File: config.mk
export PLATFORM = sky130hd
export DESIGN_NAME = itransform_sched
export DESIGN_NICKNAME = d
export VERILOG_FILES = /design/src/rtl/itransform_sched.sv
export SDC_FILE = /design/constraint.sdc
export NUM_CORES = 1
export LEC_CHECK = 0
export CAP_MARGIN = 10
export CORE_MARGIN = 2
export CORE_UTILIZATION = 53
export DETAILED_ROUTE_END_ITERATION = 16
export GPL_TIMING_DRIVEN = 0
export HOLD_SLACK_MARGIN = 0.08
export PLACE_DENSITY = 0.92
export SYNTH_ARGS = -nofsm -noshare
export SYNTH_HDL_FRONTEND = slang
export SYNTH_SLANG_ARGS = --single-unit
File: constraint.sdc
create_clock -name clk -period 3.18 [get_ports clk]
set_clock_uncertainty 0.1 [all_clocks]
set_input_delay 0.636 -clock clk [delete_from_list [all_inputs] [get_ports clk]]
set_output_delay 0.636 -clock clk [all_outputs]
set_load 0.1 [all_outputs]
File: src/rtl/itransform_sched.sv
// Issues a macroblock's 4x4 sub-blocks to the inverse-transform core in index order,
// routes all-zero blocks to reference bypass and lines write-back up with core latency.
module itransform_sched #(
    parameter int NUM_BLK = 16,
    parameter int IDX_W   = 5,
    parameter int LAT     = 2
) (
    input  logic               clk,
    input  logic               rst_n,
    input  logic               start,
    input  logic [NUM_BLK-1:0] nz_mask,
    input  logic               hold,
    output logic               it_start,
    output logic [IDX_W-1:0]   it_idx,
    input  logic               it_done,
    output logic               wr_en,
    output logic [IDX_W-1:0]   wr_idx,
    output logic               wr_bypass,
    output logic               busy,
    output logic               mb_done,
    output logic               sync_err
);

    localparam int               MASK_W   = 1 << IDX_W;
    localparam logic [IDX_W-1:0] LAST_IDX = IDX_W'(NUM_BLK - 1);
    localparam logic [LAT-1:0]   EXIT_BIT = LAT'(1) << (LAT - 1);

    typedef enum logic [1:0] {
        S_IDLE,
        S_ISSUE,
        S_DRAIN,
        S_DONE
    } state_t;

    state_t             state;
    state_t             state_nxt;
    logic [IDX_W-1:0]   idx;
    logic [NUM_BLK-1:0] mask;
    logic [MASK_W-1:0]  mask_ext;
    logic               issue;
    logic               last_blk;
    logic               cur_nz;
    logic               pipe_drained;
    logic               exit_core;
    logic               mismatch;
    logic               sync_q;
    logic [LAT-1:0]     pipe_valid;
    logic [LAT-1:0]     pipe_skip;
    logic [IDX_W-1:0]   pipe_idx [LAT];

    // Mask is zero-extended to the full index range so any idx value selects a defined bit.
    assign mask_ext     = MASK_W'(mask);
    assign issue        = (state == S_ISSUE) && !hold;
    assign last_blk     = (idx == LAST_IDX);
    assign cur_nz       = mask_ext[idx];
    assign pipe_drained = ((pipe_valid & ~EXIT_BIT) == '0);

    always_ff @(posedge clk or negedge rst_n) begin
        if (!rst_n) begin
            state <= S_IDLE;
        end else begin
            state <= state_nxt;
        end
    end

    always_comb begin
        state_nxt = state;
        case (state)
            S_IDLE:  if (start) state_nxt = S_ISSUE;
            S_ISSUE: if (issue && last_blk) state_nxt = S_DRAIN;
            S_DRAIN: if (pipe_drained) state_nxt = S_DONE;
            S_DONE:  state_nxt = S_IDLE;
            default: state_nxt = S_IDLE;
        endcase
    end

    always_comb begin
        it_start = issue && cur_nz;
        busy     = (state != S_IDLE);
        mb_done  = (state == S_DONE);
    end

    // The counter stops on the last block so it_idx keeps showing it after the issue phase.
    always_ff @(posedge clk or negedge rst_n) begin
        if (!rst_n) begin
            idx  <= '0;
            mask <= '0;
        end else if (state == S_IDLE && start) begin
            idx  <= '0;
            mask <= nz_mask;
        end else if (issue && !last_blk) begin
            idx <= idx + IDX_W'(1);
        end
    end

    always_ff @(posedge clk or negedge rst_n) begin
        if (!rst_n) begin
            pipe_valid <= '0;
            pipe_skip  <= '0;
            for (int i = 0; i < LAT; i++) begin
                pipe_idx[i] <= '0;
            end
        end else begin
            pipe_valid[0] <= issue;
            pipe_skip[0]  <= issue && !cur_nz;
            pipe_idx[0]   <= idx;
            for (int i = 1; i < LAT; i++) begin
                pipe_valid[i] <= pipe_valid[i-1];
                pipe_skip[i]  <= pipe_skip[i-1];
                pipe_idx[i]   <= pipe_idx[i-1];
            end
        end
    end

    assign it_idx    = idx;
    assign wr_en     = pipe_valid[LAT-1];
    assign wr_idx    = pipe_idx[LAT-1];
    assign wr_bypass = pipe_skip[LAT-1];

    // A done strobe must land exactly on each core-bound write slot; any disagreement latches.
    assign exit_core = pipe_valid[LAT-1] && !pipe_skip[LAT-1];
    assign mismatch  = it_done ^ exit_core;
    assign sync_err  = sync_q | mismatch;

    always_ff @(posedge clk or negedge rst_n) begin
        if (!rst_n) begin
            sync_q <= 1'b0;
        end else if (mismatch) begin
            sync_q <= 1'b1;
        end
    end

endmodule

**After elaboration in Yosys (flattened, before gate mapping)**

Index checks and enable logic that the tools add are counted.

- Magnitude comparators: 1
- $add $sub $neg: 1
- Muxes and demuxes: 8
- Reduce and logical (&&, ||, !) cells: 16
- Bitwise operators: 2
- Equality and inequality tests: 7

Operator list:

| cell | number |
|---|---|
| 2-to-1 mux 5 bit | 2 |
| one-hot mux 2 bit (4 select lines) | 1 |
| logical AND 1 bit | 7 |
| < comparator 5 x 6 -> 1 bit (second input constant) | 1 |
| 2-to-1 mux 2 bit | 3 |
| adder 5 x 1 -> 5 bit (second input constant) | 1 |
| binary-select mux 1 bit (select 5 bit) | 1 |
| equality test 5 x 4 -> 1 bit (second input constant) | 1 |
| equality test 2 bit (second input constant) | 2 |
| zero test 1 bit | 4 |
| zero test 2 bit | 2 |
| != test 2 bit (second input constant) | 2 |
| nonzero test 2 bit | 2 |
| AND reduction 3 bit | 1 |
| equality test 2 x 1 -> 1 bit (second input constant) | 1 |
| != test 2 x 1 -> 1 bit (second input constant) | 1 |
| 2-to-1 mux 1 bit | 1 |
| OR 1 bit | 1 |
| bitwise XOR 1 bit | 1 |

- Flip-flop bits (word level): 38
- Logic and storage cells: 43
- Output and inout bits: 16
- Input bits: 21

**Longest topological paths before layout**

- Word-level depth: 5
- Mapped depth: 7

**Least setup slack after synthesis**

OpenSTA, ideal clock, no wires.

- Path kind: register to output
- Start: reg idx[0], in the netlist it_idx[0]
- End: out it_start
- Setup slack: -27 ps
- Required time: 2444 ps
- Cell stages (with the launch flop): 5
- Buffers on the path: 1
- Arrival: 2471 ps
- Cells stage by stage: dfrtp_1 > buf_6 > mux4_2 > o2111a_1 > o21a_1

- Longest elaborated chain between the ends: 3

RTL lines:

| item | line | RTL |
|---|---|---|
| from (decl) | 37 | `logic [IDX_W-1:0] idx;` |
| from (signal assigned) | 92 | `idx <= idx + IDX_W'(1);` |
| binary-select mux 1 bit (select 5 bit) | 55 | `assign cur_nz = mask_ext[idx];` |
| 2-to-1 mux 1 bit (implied by the code) | 55 |  |
| logical AND 1 bit | 78 | `it_start = issue && cur_nz;` |
| to (decl) | 13 | `output logic it_start,` |

Every way passes these cells. The select of a mux whose other input is x is not followed.

**Worst setup path in the final report**

- Start: in it_done
- End: out sync_err

- Longest elaborated chain between the ends: 2

RTL lines:

| item | line | RTL |
|---|---|---|
| from (decl) | 15 | `input logic it_done,` |
| bitwise XOR 1 bit | 122 | `assign mismatch = it_done ^ exit_core;` |
| OR 1 bit | 123 | `assign sync_err = sync_q \| mismatch;` |
| to (decl) | 21 | `output logic sync_err` |

Every way passes these cells.

==> flow_results.org <==
** Clock tree
- Clock network latency to the later pin of the worst-skew pair :: 330 ps
- After clock tree synthesis, the clock-pin slew on the worst setup and hold paths is 110 ps.
- Counting the buffers created by CTS gives 5.
- In this run the deepest clock path goes through 2 buffers.
- The root buffer cell chosen for the clock tree is sky130_fd_sc_hd__clkbuf_4.
- In this run, post-CTS hold repair placed 0 buffers.
- Deepest level of the CTS H-tree :: 2
- Number of buffers added for setup after CTS :: 0
- The tree built by TritonCTS fans out to 38 sinks.
- TritonCTS built the clock tree.

** Detailed routing
- The pre-antenna-repair detailed-routing pass consisted of 4 iterations.
- The detail route stage leaves a number of antenna-violating nets equal to 0.
- First-iteration detailed-routing DRC count :: 20
- Via density per instance :: 5.19
- Wire length after detailed routing :: 2670 um
- Number of vias after detailed routing :: 992
- Drt wl/cell :: 14.0 um
- Number of DRC violations after detailed routing :: 0

** Timing
- The final critical path takes up 98.9% of the cycle.
- Across all setup checks in the final design, the least slack found is 35.5 ps.
- Actual transition at the worst max-transition pin :: 977 ps
- Highest attainable clock frequency :: 318 MHz
- The final-report max-slew violation count is 0.
- Final hold viol count :: 0
- RSZ-0062 raised after global routing :: false
- Setup violations remaining at the end of the flow were counted as 0.
- Worst slew slack as a fraction of its limit :: 34.7%
- Final worst path period need :: 3140 ps

** Place
- Port buffering added 36 buffers.
- Including well taps, the total number of placed cells is 184.
- Routability-driven placement finished with a final weighted congestion of 0.736.
- Timing analysis after detailed placement gives a worst setup slack of -193 ps.
- Detailed placement ended at an HPWL of 2040 um.

** Critical path
- Slowest CP cell :: sky130_fd_sc_hd__clkdlybuf4s50_1
- Crit-path leading delay family :: buffers and inverters
- Most Frequent Cell on Critical Path :: sky130_fd_sc_hd__clkdlybuf4s50_1
- WP data arrival :: 2410 ps
- Crit path capture type :: output port
- Classification of the worst setup path :: in2out
- Largest fanout on the critical path :: 2
- Data on the critical path is required at its endpoint by 2440 ps.
- Kind of launch point of the worst setup path :: input pin
- Max stage delay on crit path :: 1130 ps
- Together, buffers and inverters on the worst path number 2.
- Crit-path cells :: clkdlybuf4s50_1 > xnor2_1 > nand2b_1 > clkdlybuf4s50_1

** Final layout
- Register area :: 952 um2
- Summing all multi-input logic gate instances after layout gives 582 um2.
- For this run, the share of the core covered by cells in the final layout is 71.3%.
- Of the cells placed in the final design, the portion with a size suffix greater than 1 is 25.9%.
- Number of cells in the finished layout apart from fillers :: 191
- After the last flow step, the layout net total stands at 184.
- The library cell used most frequently in the layout, excluding fill and tap cells, is sky130_fd_sc_hd__dfrtp_1.
- The filler cells instantiated in the layout total 220.
- The area growth from synthesis to layout is 31.3%.
- The repair_antennas step left the layout with diodes totalling 0.
- In the layout the commonest cells are sky130_fd_sc_hd__dfrtp_1 (37), sky130_fd_sc_hd__clkdlybuf4s50_1 (34), sky130_fd_sc_hd__mux2_2 (18).

** Yosys
- Total of flip-flops plus latches after synthesis :: 38
- Ys Warns :: 0
- Post-synth EDFFs :: 0
- Yosys mapped the design onto 27 distinct sky130hd cell types.
- Async set-or-reset flop fraction in the synthesized netlist :: 100%
- Mapped Cells :: 115
- The mapped netlist covers 0.00162 mm2.
- In this run the mean area of a mapped cell was 14.1 um2.
- In the synthesized netlist the dominant register cell turns out to be sky130_fd_sc_hd__dfrtp_1.
- Counting every net in the synthesized netlist gives 142.
- The share of the Yosys chip area taken by registers is 58.8%.

** Floorplanning
- Standard-cell row count :: 20
- The floorplan step set the die height to 59.3 um.
- Once the floorplan was initialized, standard cells occupied 54.3% of the core.
- In this run the horizontal extent of the chip is 59.3 um.
- Core footprint :: 0.00298 mm2
- Overall die area :: 0.00351 mm2
- I/O Pins :: 37

** Global route
- Vias in the first global route :: 1096
- Pin count of the biggest net entering global routing :: 39
- For this run the aggregate overflow at the end of global routing stands at 0.
- Global routing used 17.9% of the available tracks across all layers.
- The first global-routing pass estimated 4580 um of wire.
- The number of antenna violations at the first check in global routing is 0.

** Power
- IR analysis of the VDD net gives a maximum drop of 0.516 mV.
- The design draws 2.29 mW.
- The analysis attributes to cell leakage a power of 0.954 nW.
- Power Density :: 1080 mW/mm2

** Min path
- The worst hold path belongs to the class reg2reg.

** Job
- Across the run, the number of max-cap violations was 0.

** Run status
- Status :: finished, final reports clean
layout make-up:
cell class,instances,share of cell area [%]
sequential,38,44.8
multi-input combinational,62,27.4
timing repair buffer,36,16.8
clock inverter,2,2.83
buffer,8,2.77
clock buffer,6,2.41
tap,33,1.94
inverter,6,1.06
final timing paths:
kind,startpoint,endpoint,slack (ps),cells past startpoint
worst max-delay path,it_done,sync_err,40,4
worst min-delay path,pipe_idx[7],wr_idx[2],260,0
worst max register to register,it_idx[1],it_idx[3],1020,7
worst min register to register,pipe_idx[7],wr_idx[2],260,0
max in group asynchronous,rst_n,it_idx[0],2140,1
min in group asynchronous,rst_n,wr_idx[3],270,1
cells by family (layout without fill, tap and decap cells):
| group | after synthesis | count (layout) | share of synthesized area, % |
|---|---|---|---|
| flip-flops | 38 | 38 | 58.8 |
| buffers and inverters | 15 | 58 | 5.26 |
| AND/OR/NAND/NOR | 20 | 20 | 6.88 |
| AO/OA/AOI/OAI | 8 | 8 | 4.49 |
| multiplexers | 24 | 24 | 17.8 |
| adder cells (fa/ha/maj) | 6 | 6 | 4.64 |
| XOR/XNOR | 4 | 4 | 2.17 |
through the flow:
step	hold slack (ps)	area, um2	TNS (ps)
floorplan	231	1620	0
global placement	233	2020	-143
detailed placement	235	2020	-193
CTS	260	2130	0
global route	270	2120	0
finish	260	2120	0
Yosys cell counts, types with 2 or more instances:
cell type                  number  area share (%)
sky130_fd_sc_hd__mux2i_1        4             2.5
sky130_fd_sc_hd__buf_2          2            0.62
sky130_fd_sc_hd__mux2_2        18              13
sky130_fd_sc_hd__xor2_1         2             1.1
sky130_fd_sc_hd__nor2b_1        3             1.2
sky130_fd_sc_hd__xnor2_1        2             1.1
sky130_fd_sc_hd__nand2_1        3            0.70
sky130_fd_sc_hd__nor2_1         7             1.6
sky130_fd_sc_hd__dfrtp_1       38              59
sky130_fd_sc_hd__nor3b_2        2             1.5
sky130_fd_sc_hd__mux4_2         2             2.8
sky130_fd_sc_hd__buf_4          5             2.3
sky130_fd_sc_hd__nand2b_1       2            0.77
sky130_fd_sc_hd__inv_1          6             1.4
sky130_fd_sc_hd__ha_1           6             4.6
sky130_fd_sc_hd__o2111a_1       2             1.4
repair_timing:
| action | 4_1_cts | 5_1_grt |
|---|---|---|
| hold endpoints to repair | 0 | 0 |
| resized for setup | 3 | 0 |
| endpoints found under the setup margin | 1 | 1 |
| gates cloned | 0 | 0 |
routing by layer:
metal	wire length (um)	track usage [%]
met1	1010	18.4
met2	1480	33.4
met3	159	6.33
met4	21	5.19
met5	0	0
sequential cells by signal (all words and copies together), names as in the netlist:
name and flops:
mask 16, pipe_skip 2, wr_idx 5, pipe_valid 2
it_idx 5, state 2, pipe_idx 5, sync_q 1
power by group:
part / total (mW) / internal, mW / switching, mW / leakage, nW
clock network: 0.417 / 0.266 / 0.151 / 0.0585
registers: 0.789 / 0.673 / 0.116 / 0.473
logic: 1.08 / 0.415 / 0.668 / 0.422
total: 2.29 / 1.35 / 0.935 / 0.954
Power figures use the tool's default switching activity.
